File: config.mk
export PLATFORM = sky130hd
export DESIGN_NAME = serial_adder_controller
export DESIGN_NICKNAME = d
export VERILOG_FILES = /design/src/rtl/serial_adder_controller.sv
export SDC_FILE = /design/constraint.sdc
export NUM_CORES = 1
export LEC_CHECK = 0
export BUFFER_PORTS_ARGS = -buffer_cell sky130_fd_sc_hd__buf_4
export CAP_MARGIN = 30
export CELL_PAD_IN_SITES_DETAIL_PLACEMENT = 0
export CELL_PAD_IN_SITES_GLOBAL_PLACEMENT = 1
export CORE_MARGIN = 10
export CORE_UTILIZATION = 35
export CTS_CLUSTER_DIAMETER = 200
export DETAILED_ROUTE_END_ITERATION = 6
export PLACE_DENSITY = 0.64
export SYNTH_ARGS = -nofsm -noshare
export SYNTH_HDL_FRONTEND = slang
export SYNTH_SLANG_ARGS = --single-unit
File: constraint.sdc
create_clock -name clk -period 3.65 [get_ports clk]
set_clock_uncertainty 0.05 [all_clocks]
set_input_delay 0.1825 -clock clk [delete_from_list [all_inputs] [get_ports clk]]
set_output_delay 0.1825 -clock clk [all_outputs]
set_load 0.01 [all_outputs]
File: src/rtl/serial_adder_controller.sv
// Bit-serial WIDTH-bit adder: one full-adder cell walks the operands LSB first, carry held in a register.
// Latency: done/sum_out/cout valid WIDTH cycles after start is sampled; one result per WIDTH+1 cycles back-to-back.
// Backpressure: start is only honoured in IDLE or DONE; requests while busy are ignored, no queuing.
module serial_adder_controller #(
  parameter int WIDTH = 8
) (
  input  logic             clk,
  input  logic             rst_n,
  input  logic             start,
  input  logic [WIDTH-1:0] a_in,
  input  logic [WIDTH-1:0] b_in,
  input  logic             cin,
  output logic             busy,
  output logic             done,
  output logic [WIDTH-1:0] sum_out,
  output logic             cout
);

  // Counter must index bits 0..WIDTH-1; a single-bit build still needs one bit.
  localparam int CW = (WIDTH > 1) ? $clog2(WIDTH) : 1;

  typedef enum logic [1:0] {
    IDLE = 2'd0,
    RUN  = 2'd1,
    DONE = 2'd2
  } state_t;

  state_t           state;
  logic [WIDTH-1:0] a_sh;
  logic [WIDTH-1:0] b_sh;
  logic             carry_reg;
  logic [CW-1:0]    count;

  logic             fa_sum;
  logic             fa_cout;
  logic [WIDTH-1:0] res_next;
  logic             last_bit;

  // The only arithmetic in the block: one shared full-adder cell.
  full_adder u_fa (
    .a    (a_sh[0]),
    .b    (b_sh[0]),
    .c    (carry_reg),
    .cout (fa_cout),
    .sum  (fa_sum)
  );

  assign last_bit = (count == CW'(WIDTH - 1));

  // Partial result only needs WIDTH-1 bits: the final bit comes straight from the adder
  // on the completing edge, so the register never holds a bit that is thrown away.
  if (WIDTH == 1) begin : g_single
    assign res_next = fa_sum;
  end else begin : g_multi
    logic [WIDTH-2:0] part_sh;
    logic [WIDTH-2:0] part_next;

    if (WIDTH == 2) begin : g_two
      assign part_next = fa_sum;
    end else begin : g_wide
      assign part_next = {fa_sum, part_sh[WIDTH-2:1]};
    end

    // Collect sum bits MSB-first-in so bit 0 ends up at the bottom after WIDTH-1 shifts.
    always_ff @(posedge clk or negedge rst_n) begin
      if (!rst_n) begin
        part_sh <= '0;
      end else if (state == RUN) begin
        part_sh <= part_next;
      end
    end

    assign res_next = {fa_sum, part_sh};
  end

  // Control FSM with registered handshake outputs; operands captured from IDLE or DONE.
  always_ff @(posedge clk or negedge rst_n) begin
    if (!rst_n) begin
      state     <= IDLE;
      busy      <= 1'b0;
      done      <= 1'b0;
      sum_out   <= '0;
      cout      <= 1'b0;
      a_sh      <= '0;
      b_sh      <= '0;
      carry_reg <= 1'b0;
      count     <= '0;
    end else begin
      unique case (state)
        IDLE: begin
          done <= 1'b0;
          if (start) begin
            a_sh      <= a_in;
            b_sh      <= b_in;
            carry_reg <= cin;
            count     <= '0;
            busy      <= 1'b1;
            state     <= RUN;
          end
        end
        RUN: begin
          a_sh      <= a_sh >> 1;
          b_sh      <= b_sh >> 1;
          carry_reg <= fa_cout;
          count     <= count + CW'(1);
          if (last_bit) begin
            sum_out <= res_next;
            cout    <= fa_cout;
            busy    <= 1'b0;
            done    <= 1'b1;
            state   <= DONE;
          end
        end
        DONE: begin
          done <= 1'b0;
          if (start) begin
            a_sh      <= a_in;
            b_sh      <= b_in;
            carry_reg <= cin;
            count     <= '0;
            busy      <= 1'b1;
            state     <= RUN;
          end else begin
            state <= IDLE;
          end
        end
        default: begin
          busy  <= 1'b0;
          done  <= 1'b0;
          state <= IDLE;
        end
      endcase
    end
  end

endmodule

// One-bit full adder cell shared by the serial controller.
// Latency: combinational.
// Backpressure: none.
module full_adder (
  input  logic a,
  input  logic b,
  input  logic c,
  output logic cout,
  output logic sum
);

  assign sum  = a ^ b ^ c;
  assign cout = (a & b) | (c & (a ^ b));

endmodule

==> reports/qor.csv <==
stage,metric,value,unit
floorplanning,die-width,93.3,µm
timing,totalNegativeSetupSlack,0,ps
logic_synthesis,synthesis.area,0.00188,mm²
timing,fin_crit_sh,50.0,%
cts,htree_levels,2,
floorplanning,rows,26,
logic_synthesis,syn_area_per_cell,11.2,µm²
timing,holdWs,84.8,ps
cts,cts_buffer_depth,2,
logic_synthesis,yosysTopAreaCell,dfrtp_1,
timing,slew_violations,0,
floorplanning,die_area,0.00870,mm²
critical_path,rr_worst_depth,3,
critical_path,critical_path.max_fanout,18,
logic_synthesis,synth_xor_area_share,0,%
critical_path,r2r_start,state[1],
logic_synthesis,synth_compound_area_share,10.7,%
logic_synthesis,synthMuxAreaShare,15.3,%
global_route,grt_max_degree,41,
cts,cts-root-buf,clkbuf_8,
critical_path,critPathLaunchType,flip-flop,
timing,max_freq,548,MHz
logic_synthesis,synthSimpleGateAreaFrac,14.5,%
timing,period_needed,1820,ps
logic_synthesis,synth.top_cells.by_count,"40 x dfrtp_1, 25 x nand2_1, 13 x mux2i_1",
timing,rsz0062_at_grt,no,
logic_synthesis,yosys_most_used_dff,dfrtp_1,
hold_path,hold_depth,3,
critical_path,startpoint,state[1],
job,cap_violations,0,
routing,drc,0,
cts,clkSinkCount,40,
status,outcome,finished clean,
final_layout,drive_gt1_share,26.5,%
critical_path,crit_type,flip-flop to flip-flop,
logic_synthesis,synth_top_family_by_area,multiplexers,
global_route,grt_pass1_vias,1370,
global_route,overflow,0,
timing,tightest_slew,859,ps
floorplanning,initial_utilization,36.5,%
global_route,grt_pass1_wl,6710,µm
routing,wl,3810,µm
routing,wl_per_cell,14.3,µm
critical_path,cp.required,3780,ps
place,dpl.hpwl,2680,µm
place,dp_cells,257,
place,port_buffers,30,
logic_synthesis,synth-seq-cells,40,
logic_synthesis,synth_cell_type_count,25,
power,leakage,1.07,nW
logic_synthesis,synth_nets,190,
hold_path,hp-start,b_in[4],
cts,cts_buffers,5,
timing,finalHoldViolCount,0,
timing,relSlewSlack,42.7,%
routing,viasPerCell,4.78,
routing,num_vias,1272,
power,power-per-cell-area,880,mW/mm²
cts,cts_tree,built,
logic_synthesis,synthTopCellsByArea,"dfrtp_1 53%, mux2_4 7.2%, mux2i_1 6.9%",
final_layout,instances_no_fill,266,
logic_synthesis,synth.most_common_cell,dfrtp_1,
critical_path,arrival,1950,ps
final_layout,final_nets,218,
hold_path,hp-class,input pin to flip-flop,
routing,initialDrtViolationCount,18,
floorplanning,core_area,0.00514,mm²
logic_synthesis,synth_fa_ha_area_share,2.40,%
final_layout,largestRegisters,"a_sh: 8 flops, b_sh: 8 flops, sum_out: 8 flops",
routing,antenna_left,0,
logic_synthesis,ys_async_sr_fraction,100,%
global_route,grtUsageTotal,9.55,%
global_route,antenna_found_initial,0,
place,globalplace.congestion,0.708,
logic_synthesis,synth_top_area_share,53.3,%
logic_synthesis,synth_seq_area_share,53.3,%
cts,insertion_delay,290,ps
floorplanning,dieHeight,93.3,µm
cts,clkTransAtPathRegs,80,ps
final_layout,num-fill-cells,519,
floorplanning,ioPinCount,31,
logic_synthesis,ys_warn_count,0,
routing,drt-pass1-iter-count,4,
critical_path,cp-end-kind,flip-flop,
final_layout,area.growth.synth_to_final,22.5,%
power,ir_drop,0.257,mV
timing,setup_violations,0,
final_layout,antenna_cells,0,
logic_synthesis,synthCells,167,
logic_synthesis,synth-edff-count,0,
==> repair_timing <==
action / CTS / global route
hold buffers: 1 / 0
hold endpoints to repair: 40 / 0
gates resized for setup: 0 / 0
setup buffers: 0 / 0
==> worst max-delay path, stage by stage (launching register included) <==
cell and delay (ps):
dfrtp_1 900, nor2b_4 190, nand2_4 240, mux2_4 320
==> area by class of cell <==
cell class	instances	area [µm²]	share of cell area, %
clock buffers	5	68.8	2.99
clock inverters	3	90.1	3.92
inverters	1	3.75	0.163
multi-input cells	115	806	35.0
flip-flops and latches	40	1000	43.5
well taps	70	87.6	3.81
repair buffers	32	243	10.6
==> through the flow <==
stage / total power, mW / cell area (µm²) / worst slack (ps) / util [%]
finish: 2.02 / 2300 / 1830 / 44.7
CTS: 2.06 / 2300 / 1800 / 44.7
detailed placement: 1.55 / 2130 / 1810 / 41.5
floorplan: 1.32 / 1880 / 2200 / -
global placement: 1.52 / 2130 / 1860 / 41.5
global route: 2.20 / 2300 / 1730 / 44.7
==> final timing paths <==
kind,to,slack [ps]
worst min-delay path,b_sh[4],80
min in group asynchronous,g_multi.part_sh[2],360
worst max-delay path,sum_out[1],1830
max in group asynchronous,state[1],2840
worst min register to register,g_multi.part_sh[0],440
worst max register to register,sum_out[1],1830
==> power by group <==
group	internal (mW)	switching, mW	leakage, nW	total [mW]
logic	0.381	0.319	0.510	0.700
registers	0.652	0.166	0.486	0.818
clock network	0.342	0.163	0.0784	0.505
total	1.38	0.649	1.07	2.02
==> layout by cell type, fill, tap and decap left out, drive strengths merged <==
master,instances
a211oi,11
a21oi,11
a22o,2
a22oi,1
buf,31
bufinv,3
clkbuf,5
dfrtp,40
dlygate4sd3,1
fa,1
ha,2
inv,1
mux2,11
mux2i,13
nand2,26
nand2b,2
nand3,4
nor2,8
nor2b,13
nor3,3
o21ai,4
o22ai,3
==> cells by family (layout without fill, tap and decap cells) <==
kind of cell | count (synthesis) | count (layout)
AOI/OAI and AO/OA | 32 | 32
adders and majority gates | 3 | 3
buffers and inverters | 12 | 41
DFF | 40 | 40
muxes | 24 | 24
and+or+nand+nor | 56 | 56
==> metal layers <==
| layer | part of all wire [%] | track usage (%) |
|---|---|---|
| met1 | 49 | 12.3 |
| met2 | 43 | 13.9 |
| met3 | 6.5 | 4.16 |
| met4 | 1.3 | 3.34 |
| met5 | 0 | 0 |
(Power assumes the default switching activity.)
